File: src/rtl/muldiv_seq.sv
`default_nettype none
// ============================================================================
// Module   : muldiv_seq
// Brief    : Multi-cycle MULT/MULTU/DIV/DIVU sequencer owning the HI/LO pair.
//            Optional single-cycle multiply via `define MULDIV_FAST_MUL_EN.
// Revision : 1.0 - initial release
// ============================================================================
module muldiv_seq #(
    parameter int WIDTH = 32
) (
    input  logic             clk,
    input  logic             reset,
    input  logic             mdstartE,
    input  logic [1:0]       mdopE,
    input  logic [WIDTH-1:0] srcaE,
    input  logic [WIDTH-1:0] srcbE,
    input  logic             flushE,
    input  logic             hiwriteE,
    input  logic             lowriteE,
    input  logic [WIDTH-1:0] hilowdataE,
    output logic             mdrunE,
    output logic             mddoneE,
    output logic [WIDTH-1:0] hiE,
    output logic [WIDTH-1:0] loE
);

    localparam int CNT_W = $clog2(WIDTH);

    typedef enum logic [1:0] {
        ST_IDLE = 2'd0,
        ST_RUN  = 2'd1,
        ST_FIX  = 2'd2
    } state_t;

    state_t             state_q, state_d;
    logic [CNT_W-1:0]   cnt_q, cnt_d;
    logic [2*WIDTH-1:0] acc_q, acc_d;
    logic [WIDTH-1:0]   opb_q, opb_d;
    logic [WIDTH-1:0]   srca_q, srca_d;
    logic [WIDTH-1:0]   hi_q, hi_d;
    logic [WIDTH-1:0]   lo_q, lo_d;
    logic               is_div_q, is_div_d;
    logic               neg_q, neg_d;
    logic               neg_rem_q, neg_rem_d;
    logic               dbz_q, dbz_d;
    logic               done_q, done_d;

    // Operand magnitudes; only signed ops (mdopE[0]==0) negate.
    logic             a_neg, b_neg;
    logic [WIDTH-1:0] a_mag, b_mag;
    assign a_neg = ~mdopE[0] & srcaE[WIDTH-1];
    assign b_neg = ~mdopE[0] & srcbE[WIDTH-1];
    assign a_mag = a_neg ? -srcaE : srcaE;
    assign b_mag = b_neg ? -srcbE : srcbE;

    // Multiply step: multiplier sits in acc low half, partial product high.
    logic [WIDTH:0]     mul_sum;
    logic [2*WIDTH-1:0] mul_next;
    assign mul_sum  = {1'b0, acc_q[2*WIDTH-1:WIDTH]} + {1'b0, (acc_q[0] ? opb_q : '0)};
    assign mul_next = {mul_sum, acc_q[WIDTH-1:1]};

    // Divide step: remainder in acc high half, dividend shifts out / quotient in.
    logic [WIDTH:0]     div_trial;
    logic               div_ok;
    logic [WIDTH-1:0]   div_rem;
    logic [2*WIDTH-1:0] div_next;
    assign div_trial = acc_q[2*WIDTH-1:WIDTH-1] - {1'b0, opb_q};
    assign div_ok    = ~div_trial[WIDTH];
    assign div_rem   = div_ok ? div_trial[WIDTH-1:0] : acc_q[2*WIDTH-2:WIDTH-1];
    assign div_next  = {div_rem, acc_q[WIDTH-2:0], div_ok};

    logic [2*WIDTH-1:0] prod_fix;
    logic [WIDTH-1:0]   quo_fix, rem_fix;
    assign prod_fix = neg_q ? -acc_q : acc_q;
    assign quo_fix  = neg_q ? -acc_q[WIDTH-1:0] : acc_q[WIDTH-1:0];
    assign rem_fix  = neg_rem_q ? -acc_q[2*WIDTH-1:WIDTH] : acc_q[2*WIDTH-1:WIDTH];

`ifdef MULDIV_FAST_MUL_EN
    logic [2*WIDTH-1:0] fast_prod;
    assign fast_prod = {{WIDTH{1'b0}}, a_mag} * {{WIDTH{1'b0}}, b_mag};
`endif

    always_comb begin
        state_d   = state_q;
        cnt_d     = cnt_q;
        acc_d     = acc_q;
        opb_d     = opb_q;
        srca_d    = srca_q;
        hi_d      = hi_q;
        lo_d      = lo_q;
        is_div_d  = is_div_q;
        neg_d     = neg_q;
        neg_rem_d = neg_rem_q;
        dbz_d     = dbz_q;
        done_d    = 1'b0;

        case (state_q)
            ST_IDLE: begin
                if (hiwriteE) hi_d = hilowdataE;
                if (lowriteE) lo_d = hilowdataE;
                if (mdstartE && !flushE) begin
                    is_div_d  = mdopE[1];
                    neg_d     = a_neg ^ b_neg;
                    neg_rem_d = a_neg;
                    dbz_d     = mdopE[1] && (srcbE == '0);
                    srca_d    = srcaE;
                    cnt_d     = CNT_W'(WIDTH - 1);
                    if (mdopE[1]) begin
                        acc_d   = {{WIDTH{1'b0}}, a_mag};
                        opb_d   = b_mag;
                        state_d = ST_RUN;
                    end else begin
`ifdef MULDIV_FAST_MUL_EN
                        acc_d   = fast_prod;
                        state_d = ST_FIX;
`else
                        acc_d   = {{WIDTH{1'b0}}, b_mag};
                        opb_d   = a_mag;
                        state_d = ST_RUN;
`endif
                    end
                end
            end
            ST_RUN: begin
                if (flushE) begin
                    state_d = ST_IDLE;
                end else begin
                    acc_d = is_div_q ? div_next : mul_next;
                    if (cnt_q == '0) state_d = ST_FIX;
                    else             cnt_d   = cnt_q - 1'b1;
                end
            end
            ST_FIX: begin
                state_d = ST_IDLE;
                if (!flushE) begin
                    done_d = 1'b1;
                    if (!is_div_q) begin
                        hi_d = prod_fix[2*WIDTH-1:WIDTH];
                        lo_d = prod_fix[WIDTH-1:0];
                    end else if (dbz_q) begin
                        hi_d = srca_q;
                        lo_d = '1;
                    end else begin
                        hi_d = rem_fix;
                        lo_d = quo_fix;
                    end
                end
            end
            default: state_d = ST_IDLE;
        endcase
    end

    always_ff @(posedge clk) begin
        if (reset) begin
            state_q   <= ST_IDLE;
            cnt_q     <= '0;
            acc_q     <= '0;
            opb_q     <= '0;
            srca_q    <= '0;
            hi_q      <= '0;
            lo_q      <= '0;
            is_div_q  <= 1'b0;
            neg_q     <= 1'b0;
            neg_rem_q <= 1'b0;
            dbz_q     <= 1'b0;
            done_q    <= 1'b0;
        end else begin
            state_q   <= state_d;
            cnt_q     <= cnt_d;
            acc_q     <= acc_d;
            opb_q     <= opb_d;
            srca_q    <= srca_d;
            hi_q      <= hi_d;
            lo_q      <= lo_d;
            is_div_q  <= is_div_d;
            neg_q     <= neg_d;
            neg_rem_q <= neg_rem_d;
            dbz_q     <= dbz_d;
            done_q    <= done_d;
        end
    end

    assign mdrunE  = (state_q != ST_IDLE);
    assign mddoneE = done_q;
    assign hiE     = hi_q;
    assign loE     = lo_q;

endmodule
`default_nettype wire

File: config.mk
export PLATFORM = sky130hd
export DESIGN_NAME = muldiv_seq
export DESIGN_NICKNAME = d
export VERILOG_FILES = /design/src/rtl/muldiv_seq.sv
export SDC_FILE = /design/constraint.sdc
export NUM_CORES = 1
export LEC_CHECK = 0
export ABC_CLOCK_PERIOD_IN_PS = 5270
export CAP_MARGIN = 20
export CORE_ASPECT_RATIO = 1.75
export CORE_MARGIN = 10
export CORE_UTILIZATION = 43
export CTS_CLUSTER_DIAMETER = 50
export DETAILED_ROUTE_END_ITERATION = 10
export GPL_ROUTABILITY_DRIVEN = 0
export PLACE_DENSITY = 0.72
export SLEW_MARGIN = 20
export SYNTH_ARGS = -nofsm -noshare
export SYNTH_HDL_FRONTEND = slang
export SYNTH_SLANG_ARGS = --single-unit
File: constraint.sdc
create_clock -name clk -period 5.27 [get_ports clk]
set_input_delay 1.3175 -clock clk [delete_from_list [all_inputs] [get_ports clk]]
set_output_delay 1.3175 -clock clk [all_outputs]
set_load 0.03 [all_outputs]
==> results of run 1 <==
[per-layer routing]
layer  part of all wire, %  up-vias  track usage, %
met5                     0        -               0
met4                    11        0            26.3
met3                   6.9      353            4.05
met2                    49     1085            49.4
met1                    33     8777            29.0
li1                      -     8568               -
[kinds of logic after synthesis]
kind of cell / synth area share (%)
adder cells (fa/ha/maj): 5.42
AO/OA/AOI/OAI: 28.0
XOR/XNOR: 9.54
flip-flops: 24.2
buffers and inverters: 6.20
AND/OR/NAND/NOR: 21.6
multiplexers: 4.99
[worst paths after layout]
| kind | startpoint | to | slack [ns] | cells past startpoint |
|---|---|---|---|---|
| worst min-delay path | opb_q[11] | opb_q[11] | 0.45 | 2 |
| worst max-delay path | acc_q[32] | acc_q[43] | 0.60 | 13 |
| worst max register to register | acc_q[32] | acc_q[43] | 0.60 | 13 |
| worst min register to register | opb_q[11] | opb_q[11] | 0.45 | 2 |
[critical path: cells and delay by family, from the launching register on]
family / cells / cell delay [ns]
buffers and inverters: 2 / 0.56
flip-flops: 1 / 0.55
adder cells (fa/ha/maj): 1 / 0.47
AND/OR/NAND/NOR: 2 / 0.43
AO/OA/AOI/OAI: 6 / 2.22
XOR/XNOR: 1 / 0.21
multiplexers: 1 / 0.12
[state kept, by name, indices dropped and copies added (netlist names), 2 cells and up]
register	flops
acc_q	64
loE	32
srca_q	32
hiE	32
opb_q	32
cnt_q	5
state_q	2
[cells in the mapped netlist, types with 10 or more instances]
library cell  count
nor2_1          206
nand2b_1         25
o31ai_1          32
clkbuf_1        145
nor4_1           19
nor3_1           60
buf_1            15
o221ai_1         39
dfxtp_1         204
or4_1            10
mux2i_1          83
a311oi_1         11
xor2_1           65
inv_1            70
nand3_1          37
a211oi_1         35
o41ai_1          12
a21oi_1         273
a31oi_1          27
o211ai_1         37
nand2_1         327
nor2b_1          17
xnor2_1         119
and2_1           10
a21o_1           23
ha_1             70
a22oi_1          18
or3_1            21
nand4_1          14
o21ai_0         171
[metrics by stage]
stage | area (sq um) | instances | power, mW
after floorplan | 16900 | 2348 | 2.60
after global placement | 18800 | 2869 | 3.07
after detailed placement | 18800 | 2869 | 3.09
after CTS | 19500 | 2909 | 4.65
after global routing | 19500 | 2910 | 4.85
final | 19500 | 2911 | 4.69
[where the power goes]
group | switching [mW] | total, mW | internal (mW)
registers | 0.125 | 1.76 | 1.64
clock network | 0.711 | 1.59 | 0.876
logic | 0.835 | 1.34 | 0.506
total | 1.67 | 4.69 | 3.02
[layout make-up]
type                       instances  area, sq um
multi-input combinational       1892        11800
clock buffer                      27          599
timing repair buffer             211         2000
sequential                       204         4090
clock inverter                    13          126
antenna                            2         5.00
fill                            3763        19500
tap                              490          613
inverter                          72          270
==> results.toml, run 1 <==
[floorplanning]
start_util_pct = 43.3
die_area_sq_um = 47900
die_w_um = 170
rows = 96
coreArea_sq_um = 39000
io_pins = 170
die_y_um = 282

[global_routing]
grt_pass1_vias = 18400
grt_max_degree = 78
antenna_found_initial = 1
overflow = 0
track_usage_pct = 28.5
grt_pass1_wl_um = 107000

[logic_synthesis]
synth.top_cell.area_share_pct = 24.2
ys_async_sr_fraction_pct = 0
ys_seq_area_share_pct = 24.2
yosysUniqueCellTypes = 86
synth_ff_type = "dfxtp_1"
synth_top_area_cell = "dfxtp_1"
synthCells = 2348
synth_area_sq_um = 16900
synth-warning-count = 0
synth_edf_count = 0
syn_nets = 2524
syn_avg_cell_area_sq_um = 7.19
synth_area_leaders = "dfxtp_1, a21oi_1, nand2_1"
ys_seq_elements = 204

[job]
cap_viol_max_count = 0

[timing]
whs_ns = 0.450
fmax_ghz = 0.214
drv_slew = 0
tightest_slew_ns = 1.17
fin_crit_sh_pct = 88.6
rsz0062_at_grt = "no"
finClkSkew_ns = 0.0195
tns_ns = 0
hold_viol = 0
worst_slack_ns = 0.598
finalCriticalPeriod_ns = 4.67
setup_viol = 0
relSlewSlack_pct = 21.3

[routing]
finalWirelength_um = 70900
antenna_left = 0
wl_per_cell_um = 24.4
drtIter0Drc = 2227
vias = 18800
vias_per_cell = 6.45
dr.pass1.iters = 6
remaining_drc_errors = 0

[critical_path]
critPathMaxFanout = 22
path_cells = "inv_1, fa_1, nand2b_1, a21oi_1, o21ai_0, o41ai_2, a21oi_1, o31ai_1, xnor2_2, buf_4, mux2i_1, and3_1, a211oi_1"
crit_required_ns = 5.72
crit_path_top_delay_cell = "o31ai_1"
endpoint_kind = "register"
crit_path_start_kind = "register"
cpPeakStageDelay_ns = 0.68
crit_type = "reg -> reg"
cp.arrival_ns = 5.12
worst_path_most_repeated_cell = "a21oi_1"

[placed_design]
numPortBuffers = 169
pre_cts_slack_ns = 0.748
hpwl_um = 54500

[power]
irDropWorstVdd_mv = 0.299
p_per_area_nw_per_um2 = 241
leakage_nw = 7.18

[clocking]
cts-resized-gates = 0
cts_hold_buf = 0
post_cts_buffers = 0
clock_latency_ns = 0.55
cts_sinks = 204
cts-buffers-inserted = 22
cts_root_buf = "clkbuf_16"
htree_levels = 1
cts_tree = "yes"
path_clk_slew_ns = 0.07
clockBufferDepth = 3

[finish]
areaGrowthSynthToFinish_pct = 15.4
drive_gt1_share_pct = 5.33
nNetsFinal = 2579
final_cell_mix = "nand2_1, a21oi_1, nor2_1"
fin_util_pct = 49.9
mostFrequentLayoutCell = "nand2_1"

[status]
outcome = "finished clean"

[min_path]
hold_class = "reg -> reg"
Note: power is estimated with default switching activity, not from simulation.
==> run 2, diff against run 1 <==
- CTS_CLUSTER_DIAMETER: 50 -> 40
- CTS_CLUSTER_SIZE: unset -> 28
==> run 2 against run 1 <==
Compared with the run above:
- worst hold slack improved by 0.0019 ns
- global-route usage barely moved
- power up 0.29%
- register-to-register slack better by 0.10 ns
- core utilization is essentially flat
- maximum frequency increased by 2.2%
- first-iteration DRC count down 9.2%
- via count is 0.62% higher
- critical path type unchanged
- critical endpoint unchanged
==> results.toml, run 2 (synthesis gave the netlist of run 1 again) <==
[critical_path]
cpPeakStageDelay_ns = 0.65
path_cells = "inv_1, fa_1, nand2b_1, a21oi_1, o21ai_0, o41ai_2, a21oi_1, o31ai_1, xnor2_2, buf_4, mux2i_1, and3_1, a211oi_1"
cp_top_family = "compound AO/OA/AOI/OAI gates"
worst_path_most_repeated_cell = "a21oi_1"
endpoint_kind = "register"
critPathBufInv = 2
cp.arrival_ns = 5.02
critPathMaxFanout = 22
crit_path_start_kind = "register"
crit_required_ns = 5.72
crit_type = "reg -> reg"
crit_path_top_delay_cell = "o31ai_1"

[routing]
dr.pass1.iters = 6
drtIter0Drc = 2022
vias_per_cell = 6.50
antenna_left = 0
finalWirelength_um = 71000
vias = 18900
wl_per_cell_um = 24.4
remaining_drc_errors = 0

[floorplanning]
die_y_um = 282
coreArea_sq_um = 39000
rows = 96
start_util_pct = 43.3
die_w_um = 170
die_area_sq_um = 47900
io_pins = 170

[timing]
rsz0062_at_grt = "no"
tightest_slew_ns = 1.08
hold_viol = 0
worst_slack_ns = 0.700
tns_ns = 0
fin_crit_sh_pct = 86.7
drv_slew = 0
finClkSkew_ns = 0.0253
finalCriticalPeriod_ns = 4.57
fmax_ghz = 0.219
setup_viol = 0
relSlewSlack_pct = 27.5

[placed_design]
hpwl_um = 54500
pre_cts_slack_ns = 0.748
dpl.cell_count = 2869
numPortBuffers = 169
place_area_sq_um = 18800

[finish]
drive_gt1_share_pct = 5.26
mostFrequentLayoutCell = "nand2_1"
fin_util_pct = 49.9
final_area_sq_um = 19500
final_cell_mix = "nand2_1, a21oi_1, nor2_1"
areaGrowthSynthToFinish_pct = 15.5
finalNonFillerCells = 2908
nNetsFinal = 2578
max_flop_register = "acc_q"
n_fill_cell = 3757
largest_reg_flops = 64

[clocking]
cts-resized-gates = 0
cts_hold_buf = 0
cts-buffers-inserted = 21
cts_tree = "yes"
cts_root_buf = "clkbuf_16"
clock_latency_ns = 0.54
path_clk_slew_ns = 0.08
post_cts_buffers = 0
clockBufferDepth = 3
htree_levels = 1
cts_sinks = 204

[global_routing]
antenna_found_initial = 1
grtUsageMet3_pct = 4.16
grt_max_degree = 78
grt_pass1_wl_um = 107000
top_usage_layer = "met2"
met1_usage_pct = 28.7
overflow = 0
grtUsageMet2_pct = 48.6
grt_pass1_vias = 18500
track_usage_pct = 28.5

[job]
cap_viol_max_count = 0

[status]
outcome = "finished clean"

[min_path]
hold_class = "reg -> reg"

[power]
leakage_nw = 7.18
p_per_area_nw_per_um2 = 241
irDropWorstVdd_mv = 0.216
run 2: cell types whose count changed in the layout (fill, tap and decap cells not counted), sizes merged:
cell	previous run	this run
clkbuf	27	22
clkinvlp	1	0
inv	76	79
run 2: stage by stage:
step,power (mW),hold slack (ns)
after floorplan,2.60,0.431
after global placement,3.07,0.440
after detailed placement,3.09,0.445
after CTS,4.68,0.454
after global routing,4.87,0.471
final,4.71,0.452
run 2: worst paths after layout:
path,cells past startpoint,slack (ns),from,end
worst max-delay path,13,0.70,acc_q[32],acc_q[43]
worst min-delay path,2,0.45,loE[4],loE[4]
worst max register to register,13,0.70,acc_q[32],acc_q[43]
worst min register to register,2,0.45,loE[4],loE[4]
run 2: final cells by class:
| type | instances | area [sq um] | share of cell area (%) |
|---|---|---|---|
| Clock buffer | 22 | 529 | 2.71 |
| Timing Repair Buffer | 211 | 2000 | 10.3 |
| Antenna cell | 2 | 5.00 | 0.0257 |
| Tap cell | 490 | 613 | 3.14 |
| Inverter | 72 | 270 | 1.39 |
| Clock inverter | 15 | 205 | 1.05 |
| Sequential cell | 204 | 4090 | 21.0 |
| Multi-Input combinational cell | 1892 | 11800 | 60.4 |
run 2: where the power goes:
group | internal, mW | switching (mW)
Clock | 0.835 | 0.770
Combinational | 0.506 | 0.831
Sequential | 1.64 | 0.126
run 2: metal layers:
metal	wire length (um)	vias to the layer above
met5	0	-
met4	8210	0
met3	4970	366
met2	34400	1094
met1	23500	8853
li1	-	8587
run 2: worst min-delay path: cells and delay by family, from the launching register on:
family	cells	cell delay [ns]
AO/OA/AOI/OAI	1	0.05
flip-flops	1	0.31
AND/OR/NAND/NOR	1	0.05
==> run 3, diff against run 2 <==
- CELL_PAD_IN_SITES_DETAIL_PLACEMENT: unset -> 1
- CELL_PAD_IN_SITES_GLOBAL_PLACEMENT: unset -> 1
- PLACE_DENSITY: 0.72 -> 0.91
==> run 3 against run 2 <==
Compared with the run above:
- sequential power hardly changed
- count of clock-buffer cells in the layout is 7 higher
- worst hold slack better by 0.0051 ns
- design area is 1.0% higher
- via count is 5.3% higher
- sequential cell count stayed put
- sequential share of layout area is 0.21 points lower
- core utilization is 0.51 points higher
- maximum frequency hardly changed
- global-route usage is 5.7 points higher
- clock skew is 0.0026 ns higher
- first-iteration DRC count is 2.0% lower
- critical endpoint is now hiE[10]
- highest routed layer is now met5
==> results.toml, run 3 (synthesis gave the netlist of run 1 again) <==
[status]
outcome = "finished clean"

[timing]
tightest_slew_ns = 1.18
fin_crit_sh_pct = 86.8
fmax_ghz = 0.219
drv_slew = 0
finalCriticalPeriod_ns = 4.57
tns_ns = 0
relSlewSlack_pct = 20.7
rsz0062_at_grt = "no"
hold_viol = 0
finClkSkew_ns = 0.0278
setup_viol = 0

[routing]
vias = 19900
remaining_drc_errors = 0
dr.pass1.iters = 6
vias_per_cell = 6.80
finalWirelength_um = 85500
antenna_left = 0
wl_per_cell_um = 29.2
drtIter0Drc = 1982

[finish]
final_area_sq_um = 19700
areaGrowthSynthToFinish_pct = 16.6
largest_reg_flops = 64
max_flop_register = "acc_q"
mostFrequentLayoutCell = "nand2_1"
final_cell_mix = "nand2_1, a21oi_1, nor2_1"
drive_gt1_share_pct = 5.88
nNetsFinal = 2587

[clocking]
cts-buffers-inserted = 26
cts_sinks = 204
path_clk_slew_ns = 0.07
cts_hold_buf = 0
post_cts_buffers = 0
cts_root_buf = "clkbuf_16"
htree_levels = 1
cts_tree = "yes"
clockBufferDepth = 3
clock_latency_ns = 0.58
cts-resized-gates = 0

[global_routing]
overflow = 0
grt_pass1_vias = 20400
track_usage_pct = 34.2
grt_pass1_wl_um = 125000
grt_max_degree = 78
antenna_found_initial = 5

[critical_path]
r2r-start = "acc_q[0]"
critPathMaxFanout = 7
endpoint_kind = "register"
reg2reg_to = "hiE[10]"
crit_type = "reg -> reg"
rr_worst_depth = 12
crit_required_ns = 5.73
crit_path_start_kind = "register"
cp.arrival_ns = 5.03
regToRegSetupSlack_ns = 0.70

[floorplanning]
die_area_sq_um = 47900
die_y_um = 282
rows = 96
die_w_um = 170
coreArea_sq_um = 39000
io_pins = 170
start_util_pct = 43.3

[placed_design]
place_area_sq_um = 18800
numPortBuffers = 169
hpwl_um = 62900

[job]
cap_viol_max_count = 0

[min_path]
hold_class = "reg -> reg"
worstHoldPathCells = 2
min-delay-start = "opb_q[7]"
min_to = "opb_q[7]"

[power]
leakage_nw = 7.27
p_per_area_nw_per_um2 = 254
irDropWorstVdd_mv = 0.277
run 3: power by group:
| part | leakage [nW] | switching, mW | internal, mW |
|---|---|---|---|
| clock network | 0.417 | 0.837 | 0.982 |
| registers | 1.67 | 0.139 | 1.64 |
| logic | 5.18 | 0.905 | 0.505 |
run 3: worst max-delay path, stage by stage (launching register included):
cell	delay [ns]
dfxtp_1	0.44
inv_1	0.30
ha_1	0.29
nand2b_1	0.14
or4_1	0.68
nor4_4	0.51
nand2_1	0.34
o21ai_0	0.30
xnor2_1	0.15
nor2_1	0.06
a211oi_1	0.86
a211oi_1	0.13
nor3_1	0.24
run 3: metrics by stage:
| stage | total power [mW] | std cells | hold slack [ns] | utilization [%] | setup slack [ns] |
|---|---|---|---|---|---|
| detailed placement | 3.15 | 2872 | 0.446 | 48.2 | 0.755 |
| CTS | 4.94 | 2919 | 0.458 | 50.4 | 0.860 |
| global route | 5.15 | 2922 | 0.484 | 50.4 | 0.420 |
| global placement | 3.09 | 2872 | 0.440 | 48.2 | 0.871 |
| finish | 5.01 | 2925 | 0.457 | 50.5 | 0.698 |
| floorplan | 2.60 | 2348 | 0.431 | - | 1.51 |
run 3: cell type report:
class | count | area (sq um)
Fill cell | 4849 | 19300
Multi-Input combinational cell | 1892 | 11800
Sequential cell | 204 | 4090
Timing Repair Buffer | 215 | 2050
Clock buffer | 29 | 693
Tap cell | 490 | 613
Inverter | 72 | 270
Clock inverter | 18 | 170
Antenna cell | 5 | 12.5
run 3: routing by layer:
metal	GRT usage, %	vias to the layer above	wire, um
met5	0	-	24
met4	33.9	4	10100
met3	7.10	505	6750
met2	58.7	1199	41500
met1	33.0	9620	27100
li1	-	8567	-
run 3: worst max-delay path by stage:
stage	from	to	cells past startpoint
after detailed placement	srcbE[5]	acc_q[22]	11
after global placement	srcbE[5]	opb_q[30]	10
after global routing	acc_q[0]	hiE[10]	12
after floorplan	acc_q[31]	acc_q[42]	14
after CTS	acc_q[0]	acc_q[63]	14
final	acc_q[0]	hiE[10]	12
